--- src/rtl/mem_arb_pkg.sv ---
// Shared types and constants for the two-port memory arbiter.
package mem_arb_pkg;

    typedef enum logic [1:0] {
        IDLE   = 2'd0,
        ACCESS = 2'd1,
        ACK    = 2'd2
    } state_e;

    localparam int PORT0 = 0;
    localparam int PORT1 = 1;

    // Wide enough for the largest legal latency (15).
    localparam int CNT_W = $clog2(16);

endpackage

--- src/rtl/mem_arb_pick.sv ---
// Combinational winner select for the memory arbiter.
// Tie-break policy: MEM_ARB_ROUND_ROBIN_EN defined -> round robin, otherwise port 0 wins.
module mem_arb_pick
    import mem_arb_pkg::*;
(
    input  logic [1:0] req_i,
    input  logic [1:0] last_i,
    output logic [1:0] pick_o
);

    always_comb begin
        // NOTE: assigning a default before any branch keeps this purely combinational (no latch).
        pick_o = 2'b00;
        if (req_i[PORT0] && req_i[PORT1]) begin
`ifdef MEM_ARB_ROUND_ROBIN_EN
            pick_o = (last_i == 2'b01) ? 2'b10 : 2'b01;
`else
            pick_o = 2'b01;
`endif
        end else if (req_i[PORT0]) begin
            pick_o = 2'b01;
        end else if (req_i[PORT1]) begin
            pick_o = 2'b10;
        end
    end

`ifndef MEM_ARB_ROUND_ROBIN_EN
    logic unused_last;
    assign unused_last = ^last_i;
`endif

endmodule

--- src/rtl/mem_arbiter.sv ---
// Two-port arbiter in front of the single memory controller: one transaction at a time,
// one strobe, fixed latency, one-cycle ack. Build option: MEM_ARB_ROUND_ROBIN_EN.
module mem_arbiter
    import mem_arb_pkg::*;
#(
    parameter int ADDR_WIDTH  = 16,
    parameter int DATA_WIDTH  = 8,
    parameter int MEM_LATENCY = 2
) (
    input  logic                  clk,
    input  logic                  reset,
    input  logic                  m0_req,
    input  logic                  m0_we,
    input  logic [ADDR_WIDTH-1:0] m0_addr,
    input  logic [DATA_WIDTH-1:0] m0_wdata,
    output logic                  m0_ack,
    output logic [DATA_WIDTH-1:0] m0_rdata,
    input  logic                  m1_req,
    input  logic                  m1_we,
    input  logic [ADDR_WIDTH-1:0] m1_addr,
    input  logic [DATA_WIDTH-1:0] m1_wdata,
    output logic                  m1_ack,
    output logic [DATA_WIDTH-1:0] m1_rdata,
    output logic [ADDR_WIDTH-1:0] mem_addr,
    output logic [DATA_WIDTH-1:0] mem_data_in,
    output logic                  mem_read_en,
    output logic                  mem_write_en,
    input  logic                  mem_busy,
    input  logic [DATA_WIDTH-1:0] mem_data_out,
    output logic [1:0]            grant
);

    state_e                state_q, state_d;
    logic [CNT_W-1:0]      cnt_q, cnt_d;
    logic [1:0]            grant_q, grant_d;
    logic [ADDR_WIDTH-1:0] addr_q, addr_d;
    logic [DATA_WIDTH-1:0] wdata_q, wdata_d;
    logic                  we_q, we_d;
    logic                  rd_en_q, rd_en_d;
    logic                  wr_en_q, wr_en_d;
    logic [1:0]            ack_q, ack_d;
    logic [DATA_WIDTH-1:0] rdata0_q, rdata0_d;
    logic [DATA_WIDTH-1:0] rdata1_q, rdata1_d;

    logic [1:0]            req;
    logic [1:0]            pick;
    logic [1:0]            last;
    logic                  sel_we;
    logic [ADDR_WIDTH-1:0] sel_addr;
    logic [DATA_WIDTH-1:0] sel_wdata;

    assign req       = {m1_req, m0_req};
    assign sel_we    = pick[PORT1] ? m1_we    : m0_we;
    assign sel_addr  = pick[PORT1] ? m1_addr  : m0_addr;
    assign sel_wdata = pick[PORT1] ? m1_wdata : m0_wdata;

`ifdef MEM_ARB_ROUND_ROBIN_EN
    logic [1:0] last_q, last_d;
    assign last = last_q;
`else
    // Fixed priority ignores history; a constant stands in for the pointer.
    assign last = 2'b10;
`endif

    mem_arb_pick u_pick (
        .req_i  (req),
        .last_i (last),
        .pick_o (pick)
    );

    always_comb begin
        state_d  = state_q;
        cnt_d    = cnt_q;
        grant_d  = grant_q;
        addr_d   = addr_q;
        wdata_d  = wdata_q;
        we_d     = we_q;
        rd_en_d  = 1'b0;
        wr_en_d  = 1'b0;
        ack_d    = 2'b00;
        rdata0_d = rdata0_q;
        rdata1_d = rdata1_q;
`ifdef MEM_ARB_ROUND_ROBIN_EN
        last_d   = last_q;
`endif

        case (state_q)
            IDLE: begin
                if ((|req) && !mem_busy) begin
                    grant_d = pick;
                    addr_d  = sel_addr;
                    wdata_d = sel_wdata;
                    we_d    = sel_we;
                    rd_en_d = !sel_we;
                    wr_en_d = sel_we;
                    cnt_d   = CNT_W'(MEM_LATENCY);
                    state_d = ACCESS;
`ifdef MEM_ARB_ROUND_ROBIN_EN
                    last_d  = pick;
`endif
                end
            end
            ACCESS: begin
                cnt_d = cnt_q - CNT_W'(1);
                // Counter reaches zero on this edge: data is captured and ack launched together.
                if (cnt_q == CNT_W'(1)) begin
                    state_d = ACK;
                    ack_d   = grant_q;
                    if (!we_q) begin
                        if (grant_q[PORT0]) rdata0_d = mem_data_out;
                        if (grant_q[PORT1]) rdata1_d = mem_data_out;
                    end
                end
            end
            ACK: begin
                grant_d = 2'b00;
                state_d = IDLE;
            end
            default: begin
                grant_d = 2'b00;
                state_d = IDLE;
            end
        endcase
    end

    // NOTE: sequential state uses non-blocking assignments so every register samples pre-edge values.
    always_ff @(posedge clk or posedge reset) begin
        if (reset) begin
            state_q  <= IDLE;
            cnt_q    <= '0;
            grant_q  <= 2'b00;
            addr_q   <= '0;
            wdata_q  <= '0;
            we_q     <= 1'b0;
            rd_en_q  <= 1'b0;
            wr_en_q  <= 1'b0;
            ack_q    <= 2'b00;
            rdata0_q <= '0;
            rdata1_q <= '0;
`ifdef MEM_ARB_ROUND_ROBIN_EN
            last_q   <= 2'b10;
`endif
        end else begin
            state_q  <= state_d;
            cnt_q    <= cnt_d;
            grant_q  <= grant_d;
            addr_q   <= addr_d;
            wdata_q  <= wdata_d;
            we_q     <= we_d;
            rd_en_q  <= rd_en_d;
            wr_en_q  <= wr_en_d;
            ack_q    <= ack_d;
            rdata0_q <= rdata0_d;
            rdata1_q <= rdata1_d;
`ifdef MEM_ARB_ROUND_ROBIN_EN
            last_q   <= last_d;
`endif
        end
    end

    assign m0_ack       = ack_q[PORT0];
    assign m1_ack       = ack_q[PORT1];
    assign m0_rdata     = rdata0_q;
    assign m1_rdata     = rdata1_q;
    assign mem_addr     = addr_q;
    assign mem_data_in  = wdata_q;
    assign mem_read_en  = rd_en_q;
    assign mem_write_en = wr_en_q;
    assign grant        = grant_q;

endmodule

--- config.mk ---
export PLATFORM = sky130hd
export DESIGN_NAME = mem_arbiter
export DESIGN_NICKNAME = d
export VERILOG_FILES = /design/src/rtl/mem_arb_pkg.sv /design/src/rtl/mem_arb_pick.sv /design/src/rtl/mem_arbiter.sv
export SDC_FILE = /design/constraint.sdc
export NUM_CORES = 1
export LEC_CHECK = 0
export CAP_MARGIN = 0
export CORE_MARGIN = 10
export CORE_UTILIZATION = 40
export DETAILED_ROUTE_END_ITERATION = 8
export MAX_ROUTING_LAYER = met4
export PLACE_DENSITY_LB_ADDON = 0.3
export SLEW_MARGIN = 20
export SYNTH_ARGS = -nofsm -noshare
export SYNTH_HDL_FRONTEND = slang
export SYNTH_SLANG_ARGS = --single-unit
--- constraint.sdc ---
create_clock -name clk -period 4.3 [get_ports clk]
set_input_delay 1.29 -clock clk [delete_from_list [all_inputs] [get_ports clk]]
set_output_delay 1.29 -clock clk [all_outputs]
set_load 0.1 [all_outputs]
==> results.yml, run 1 <==
timing:
  finalSetupViolations: 0
  min_period_over_period: 0.7432
  rsz0062_at_grt: "no"
  relSlewSlack: 0.3046
  skew_ns: 0.004077
  worst_slew_pin_slew_ns: 1.040
  final_max_slew_viol_count: 0
  clock.fmax_mhz: 312.9
  period_minus_slack_ns: 3.196
  final_hold_viol_count: 0
  finalSetupTns_ns: 0
final_layout:
  area_growth_pct: 46.75
  register_area_um2: 1326
  layout_common_cells: "clkdlybuf4s50_1 (108), dfrtp_1 (53), mux2_4 (38)"
  drive_above_1_share: 0.2883
  antenna_cells: 0
  layout_commonest_cell: "clkdlybuf4s50_1"
  final_cell_area_um2: 3762
  multi_input_area_um2: 1127
  nNetsFinal: 338
  nFillCells: 523
detailed_routing:
  detail-route-antenna-nets: 0
  vias: 1685
  drtIter0Drc: 59
  wl_um: 6350
  wl_per_cell_um: 18.09
  drcViolationCount: 0
  via_per_inst: 4.801
  dr.pass1.iters: 6
die:
  rows: 29
  dieHeight_um: 100.1
  num_io_pins: 109
  die_area_um2: 10010
  floorplan.die.width_um: 100.1
  core_um2: 6277
  initial_core_util: 0.4084
placement:
  port_buffers: 108
  hpwl_um: 4795
  place.gp.congestion: 0.7204
  place_area_um2: 3650
clock_tree:
  clock_sinks: 53
  cts_resized: 0
  cts_buffers: 5
  cts_hold_buf: 0
  ctsLongestPathBuffers: 2
  htree_levels: 2
  cts_setup_buffers: 0
  cts_tree: "built"
  clkSlewWorstSetupHoldPaths_ns: 0.09
  clk_latency_ns: 0.30
  cts-root-buf: "clkbuf_8"
critical_path:
  worst_path_max_delay_cell: "clkdlybuf4s50_1"
  critical_path_class: "register to output port"
  crit_buf_inv: 1
  cp-start-kind: "register"
  slowest_delay_ns: 1.17
  crit_fanout: 4
  arrival_ns: 1.91
  end_kind: "output port"
  crit_family: "buffers and inverters"
  worstPathRequired_ns: 3.01
  path_cells: "clkdlybuf4s50_1"
yosys:
  syn_area_per_cell_um2: 15.54
  synth_edf_count: 0
  yosysSeqAreaShare: 0.5173
  synth_flop_cell: "dfrtp_1"
  yosysUniqueCellTypes: 29
  yosys_warnings: 0
  syn_inst: 165
  yosys.area.top_type: "dfrtp_1"
  netlist_top_cells_area: "dfrtp_1 (52%), mux2_4 (22%), mux2_2 (11%)"
  synth_area_um2: 2564
  async_flop_share: 1.000
  yosys.area.top_type_share: 0.5173
  yosys_register_bits: 53
  synth_nets: 230
grt:
  grt_pass1_vias: 1885
  track_usage: 0.1286
  grt_antenna_before_repair: 0
  grt_pass1_wl_um: 9998
  globalRouteOverflowTotal: 0
  grt_max_degree: 54
worst_hold_path:
  hp-class: "register to register"
flow_run:
  drv_cap: 0
run_status:
  status: "finished clean"
## stage by stage
stage                     setup slack (ns)    util  hold slack (ns)  instances
after floorplan                      1.724       -           0.4735        165
after global placement               1.105  0.5814           0.4890        343
after detailed placement             1.056  0.5814           0.4926        343
after CTS                            1.093  0.5992           0.5146        351
after global routing                 1.048  0.5994           0.5331        351
final                                1.104  0.5994           0.5087        351
## layer usage
| metal | GRT usage | vias to the layer above | share of wire |
|---|---|---|---|
| li1 | - | 798 | - |
| met1 | 0.1445 | 834 | 0.41 |
| met2 | 0.2210 | 48 | 0.53 |
| met3 | 0.03159 | 5 | 0.046 |
| met4 | 0.03913 | 0 | 0.011 |
| met5 | - | - | 0 |
## registers in the layout, summed over array words and instances, names as in the netlist, 2 cells and up
name,cells
mem_data_in,8
m1_rdata,8
cnt_q,4
mem_addr,16
m0_rdata,8
grant,2
ack_q,2
state_q,2
## area by class of cell
cell class / instances / area share
well taps: 77 / 0.02561
multi-input cells: 100 / 0.2996
flip-flops and latches: 53 / 0.3525
inverters: 5 / 0.005321
repair buffers: 108 / 0.2873
clock buffers: 6 / 0.01929
clock inverters: 2 / 0.01031
## cells in the mapped netlist, types with 2 or more instances
master   count
and2_1       2
nand2_1      2
buf_12       2
ha_1         2
a22oi_1      2
nand4_2      2
mux2_4      38
nor3_1       2
mux2_2      26
nor2_1       5
mux2i_1      2
and3_1       2
inv_1        5
buf_6        4
o21ai_0      3
dfrtp_1     53
## worst paths after layout
| path | start | to | slack [ns] | cells after the start |
|---|---|---|---|---|
| max in group asynchronous | reset | mem_addr[11]$_DFFE_PP0P_ | 2.30 | 2 |
| hold / removal | m0_rdata[2]$_DFFE_PP0P_ | m0_rdata[2]$_DFFE_PP0P_ | 0.51 | 1 |
| setup / recovery | grant[0]$_DFFE_PP0P_ | grant[0] | 1.10 | 1 |
| setup reg to reg | state_q[1]$_DFFE_PP0P_ | mem_addr[11]$_DFFE_PP0P_ | 2.29 | 3 |
| hold reg to reg | m0_rdata[2]$_DFFE_PP0P_ | m0_rdata[2]$_DFFE_PP0P_ | 0.51 | 1 |
| min in group asynchronous | reset | mem_data_in[6]$_DFFE_PP0P_ | 1.47 | 2 |
## cells by family (layout without fill, tap and decap cells)
logic type,count (synthesis),after routing,synth area share
muxes,66,66,0.3446
DFF,53,53,0.5173
and+or+nand+nor,23,23,0.06003
buffers and inverters,12,121,0.04344
AOI/OAI and AO/OA,8,8,0.02147
adders and majority gates,2,2,0.009759
xor gates and xnor gates,1,1,0.003417
Power of run 1 is not shown: default switching activity piles up to over one toggle a cycle in this logic, so the estimate is an artifact.
==> run 2: changes to the inputs <==
- CORE_UTILIZATION: 40 -> 38
- clock period: 4.3 -> 2.6 ns (I/O delays scaled with it)
==> results.yml, run 2 (synthesis gave the netlist of run 1 again) <==
final_layout:
  largest_reg_flops: 16
  layout_commonest_cell: "clkdlybuf4s50_1"
  drive_above_1_share: 0.4659
  nNetsFinal: 343
  area_growth_pct: 44.12
  antenna_cells: 0
  layout_common_cells: "clkdlybuf4s50_1 (62), dfrtp_1 (53), buf_4 (48)"
critical_path:
  crit_family: "buffers and inverters"
  critical_path_class: "input port to register"
  cp-start-kind: "input port"
  path_cells: "clkdlybuf4s50_1 > nand2b_4 > buf_12 > mux2_2 > mux2_2"
  crit_buf_inv: 2
  path_common_cell: "mux2_2"
  end_kind: "register"
  slowest_delay_ns: 0.48
  worstPathRequired_ns: 2.79
  crit_fanout: 17
  arrival_ns: 2.26
  worst_path_max_delay_cell: "clkdlybuf4s50_1"
detailed_routing:
  detail-route-antenna-nets: 0
  wl_um: 6196
  drcViolationCount: 0
  via_per_inst: 4.758
  dr.pass1.iters: 4
  drtIter0Drc: 53
  vias: 1694
  wl_per_cell_um: 17.40
die:
  core_um2: 6459
  rows: 29
  floorplan.die.width_um: 102.1
  num_io_pins: 109
  die_area_um2: 10430
  initial_core_util: 0.3969
  dieHeight_um: 102.1
flow_run:
  drv_cap: 0
clock_tree:
  htree_levels: 2
  clkSlewWorstSetupHoldPaths_ns: 0.10
  ctsLongestPathBuffers: 2
  cts_hold_buf: 0
  cts-root-buf: "clkbuf_8"
  cts_buffers: 5
  clk_latency_ns: 0.31
  cts_tree: "built"
  clock_sinks: 53
  cts_setup_buffers: 0
  cts_resized: 0
timing:
  clock.fmax_mhz: 482.9
  final_max_slew_viol_count: 0
  skew_ns: 0.008194
  min_period_over_period: 0.7964
  final_hold_viol_count: 0
  finalSetupViolations: 0
  worst_slew_pin_slew_ns: 0.5441
  rsz0062_at_grt: "no"
  period_minus_slack_ns: 2.071
  finalSetupTns_ns: 0
  relSlewSlack: 0.6367
grt:
  globalRouteOverflowTotal: 0
  grt_antenna_before_repair: 0
  grt_pass1_wl_um: 9770
  grt_max_degree: 30
  grt_pass1_vias: 1921
  track_usage: 0.1252
worst_hold_path:
  hp-class: "register to register"
run_status:
  status: "finished clean"
placement:
  place.gp.congestion: 0.7778
  hpwl_um: 5001
  port_buffers: 108
run 2: cell types whose count changed in the layout (fill, tap and decap cells not counted), sizes merged:
cell / change
buf: +51
inv: +1
clkdlybuf4s50: -46
clkbuf: -1
bufinv: -1
clkinvlp: +1
run 2: cell type report:
class | count | area, um2
Tap cell | 77 | 96.34
Sequential cell | 53 | 1326
Inverter | 5 | 18.77
Timing Repair Buffer | 113 | 1041
Clock inverter | 3 | 17.52
Fill cell | 565 | 2764
Clock buffer | 5 | 68.82
Multi-Input combinational cell | 100 | 1126
run 2: per-layer routing:
layer | vias up | global-route usage | share of wire
met1 | 833 | 0.1307 | 0.39
met5 | - | - | 0
met2 | 53 | 0.2153 | 0.53
li1 | 804 | - | -
met3 | 4 | 0.04858 | 0.064
met4 | 0 | 0.03579 | 0.011
run 2: worst reg2reg max path, stage by stage, from the launching register on:
cell and delay, ns:
dfrtp_1 0.40, inv_1 0.08, ha_1 0.13, nor3b_2 0.35, nand4_2 0.35, mux2_2 0.38
run 2: metrics by stage:
stage          worst slack [ns]  std cells    util  hold WS, ns  area, um2
6_report                 0.5294        356  0.5721       0.5157       3695
5_1_grt                  0.4878        356  0.5721       0.5326       3695
4_1_cts                  0.5324        356  0.5721       0.5192       3695
3_5_place_dp             0.2132        348  0.5587       0.4934       3608
3_3_place_gp             0.2122        348  0.5587       0.4914       3608
2_1_floorplan            0.5338        165       -       0.4735       2564
run 2: worst paths after layout:
| check | endpoint | cells after the start | start | slack (ns) |
|---|---|---|---|---|
| worst max-delay path | mem_addr[13]$_DFFE_PP0P_ | 5 | m0_req | 0.53 |
| worst min-delay path | m0_rdata[3]$_DFFE_PP0P_ | 1 | m0_rdata[3]$_DFFE_PP0P_ | 0.52 |
| worst max register to register | m1_rdata[7]$_DFFE_PP0P_ | 5 | cnt_q[1]$_DFFE_PP0P_ | 0.80 |
| worst min register to register | m0_rdata[3]$_DFFE_PP0P_ | 1 | m0_rdata[3]$_DFFE_PP0P_ | 0.52 |
| max in group asynchronous | mem_write_en$_DFF_PP0_ | 3 | reset | 1.23 |
| min in group asynchronous | mem_addr[6]$_DFFE_PP0P_ | 2 | reset | 0.83 |
Power of run 2 is left out for the same reason.
==> run 3: changes to the inputs <==
- clock period: 2.6 -> 1.85 ns (I/O delays scaled with it)
==> results.yml, run 3 (synthesis gave the netlist of run 1 again) <==
run_status:
  status: "finished clean"
die:
  initial_core_util: 0.3969
  dieHeight_um: 102.1
  core_um2: 6459
  floorplan.die.width_um: 102.1
  num_io_pins: 109
  rows: 29
  die_area_um2: 10430
critical_path:
  crit_fanout: 10
  path_cells: "clkdlybuf4s50_1 > nand2b_4 > buf_12 > mux2_2 > mux2_2"
  cp-start-kind: "input port"
  path_common_cell: "mux2_2"
  crit_buf_inv: 2
  slowest_delay_ns: 0.49
  rr_worst_depth: 5
  worst_path_max_delay_cell: "clkdlybuf4s50_1"
  arrival_ns: 1.99
  reg2reg_from: "cnt_q[1]$_DFFE_PP0P_"
  cp.depth: 5
  critical_path_class: "input port to register"
  reg2reg_slack_ns: 0.20
  crit_family: "buffers and inverters"
  worstPathRequired_ns: 2.03
  r2r_end: "m0_rdata[6]$_DFFE_PP0P_"
  end_kind: "register"
grt:
  grt_max_degree: 54
  grt_pass1_vias: 1964
  globalRouteOverflowTotal: 0
  grt_antenna_before_repair: 0
  track_usage: 0.1329
  grt_pass1_wl_um: 10350
clock_tree:
  htree_levels: 2
  clock_sinks: 53
  cts_buffers: 5
  ctsLongestPathBuffers: 2
  cts_hold_buf: 0
  cts_setup_buffers: 0
  cts_tree: "built"
  clk_latency_ns: 0.30
  cts-root-buf: "clkbuf_8"
  clkSlewWorstSetupHoldPaths_ns: 0.09
final_layout:
  layout_common_cells: "clkdlybuf4s50_1 (62), dfrtp_1 (53), buf_12 (49)"
  nFillCells: 478
  multi_input_area_um2: 1151
  area_growth_pct: 71.16
  nNetsFinal: 351
  largest_reg_flops: 16
  finalNonFillerCells: 364
  drive_above_1_share: 0.4843
  layout_commonest_cell: "clkdlybuf4s50_1"
  register_area_um2: 1326
  antenna_cells: 0
placement:
  place.gp.congestion: 0.7908
  port_buffers: 108
  hpwl_um: 5440
  dp_slack_ns: -0.2786
  dp.cells: 355
detailed_routing:
  wl_per_cell_um: 18.54
  dr.pass1.iters: 2
  drcViolationCount: 0
  via_per_inst: 4.734
  detail-route-antenna-nets: 0
  vias: 1723
  drtIter0Drc: 22
  wl_um: 6747
timing:
  period_minus_slack_ns: 1.809
  finalSetupViolations: 0
  rsz0062_at_grt: "no"
  worst_slew_pin_slew_ns: 0.5003
  clock.fmax_mhz: 552.9
  relSlewSlack: 0.6629
  setup_ws_ns: 0.04130
  min_period_over_period: 0.9777
  final_max_slew_viol_count: 0
  whs_ns: 0.5474
  skew_ns: 0.007981
  final_hold_viol_count: 0
worst_hold_path:
  hp-class: "register to register"
  worstHoldPathCells: 1
  worstHoldStart: "state_q[1]$_DFFE_PP0P_"
  whs_endpoint: "grant[1]$_DFFE_PP0P_"
flow_run:
  drv_cap: 0
-- run 3: cell types whose count changed in the layout (fill, tap and decap cells not counted), sizes merged --
cell / previous run / this run
clkinvlp: 1 / 0
clkinv: 2 / 1
buf: 51 / 58
clkbuf: 5 / 8
-- run 3: worst register-to-register path: stages, from the launching register on --
cell and delay, ns:
dfrtp_1 0.39, inv_1 0.08, ha_1 0.15, nor3b_4 0.35, nand4_4 0.25, mux2_2 0.33
-- run 3: per-stage QoR --
stage                 util  setup TNS (ns)  area (um2)
finish              0.6794               0        4388
global placement    0.6559          -6.211        4237
global route        0.6794               0        4388
CTS                 0.6716               0        4338
detailed placement  0.6559          -6.730        4237
floorplan                -               0        2564
-- run 3: area by class of cell --
type	instances	area share
clock buffer	7	0.02196
clock inverter	1	0.001141
inverter	5	0.004277
multi-input combinational	100	0.2623
sequential	53	0.3023
tap	77	0.02196
timing repair buffer	121	0.3861
-- run 3: what timing repair did --
item	in CTS	in global routing
hold endpoints to repair	0	0
gates resized for setup	0	4
setup endpoints to repair	0	18
-- run 3: layer usage --
layer  share of wire  vias up  GRT usage
li1                -      825          -
met1            0.37      845     0.1295
met2            0.56       49     0.2400
met3           0.069        4    0.05533
met4          0.0089        0    0.03145
met5               0        -          -
-- run 3: worst max-delay path by stage --
stage	startpoint	end	slack [ns]
finish	m0_req	mem_addr[11]$_DFFE_PP0P_	0.04
global route	mem_busy	mem_addr[11]$_DFFE_PP0P_	0.009
CTS	m0_req	mem_addr[11]$_DFFE_PP0P_	0.03
detailed placement	m0_req	mem_addr[11]$_DFFE_PP0P_	-0.28
global placement	m0_req	mem_addr[14]$_DFFE_PP0P_	-0.24
floorplan	reset	ack_q[0]$_DFF_PP0_	0.009
Power of run 3 is left out for the same reason.
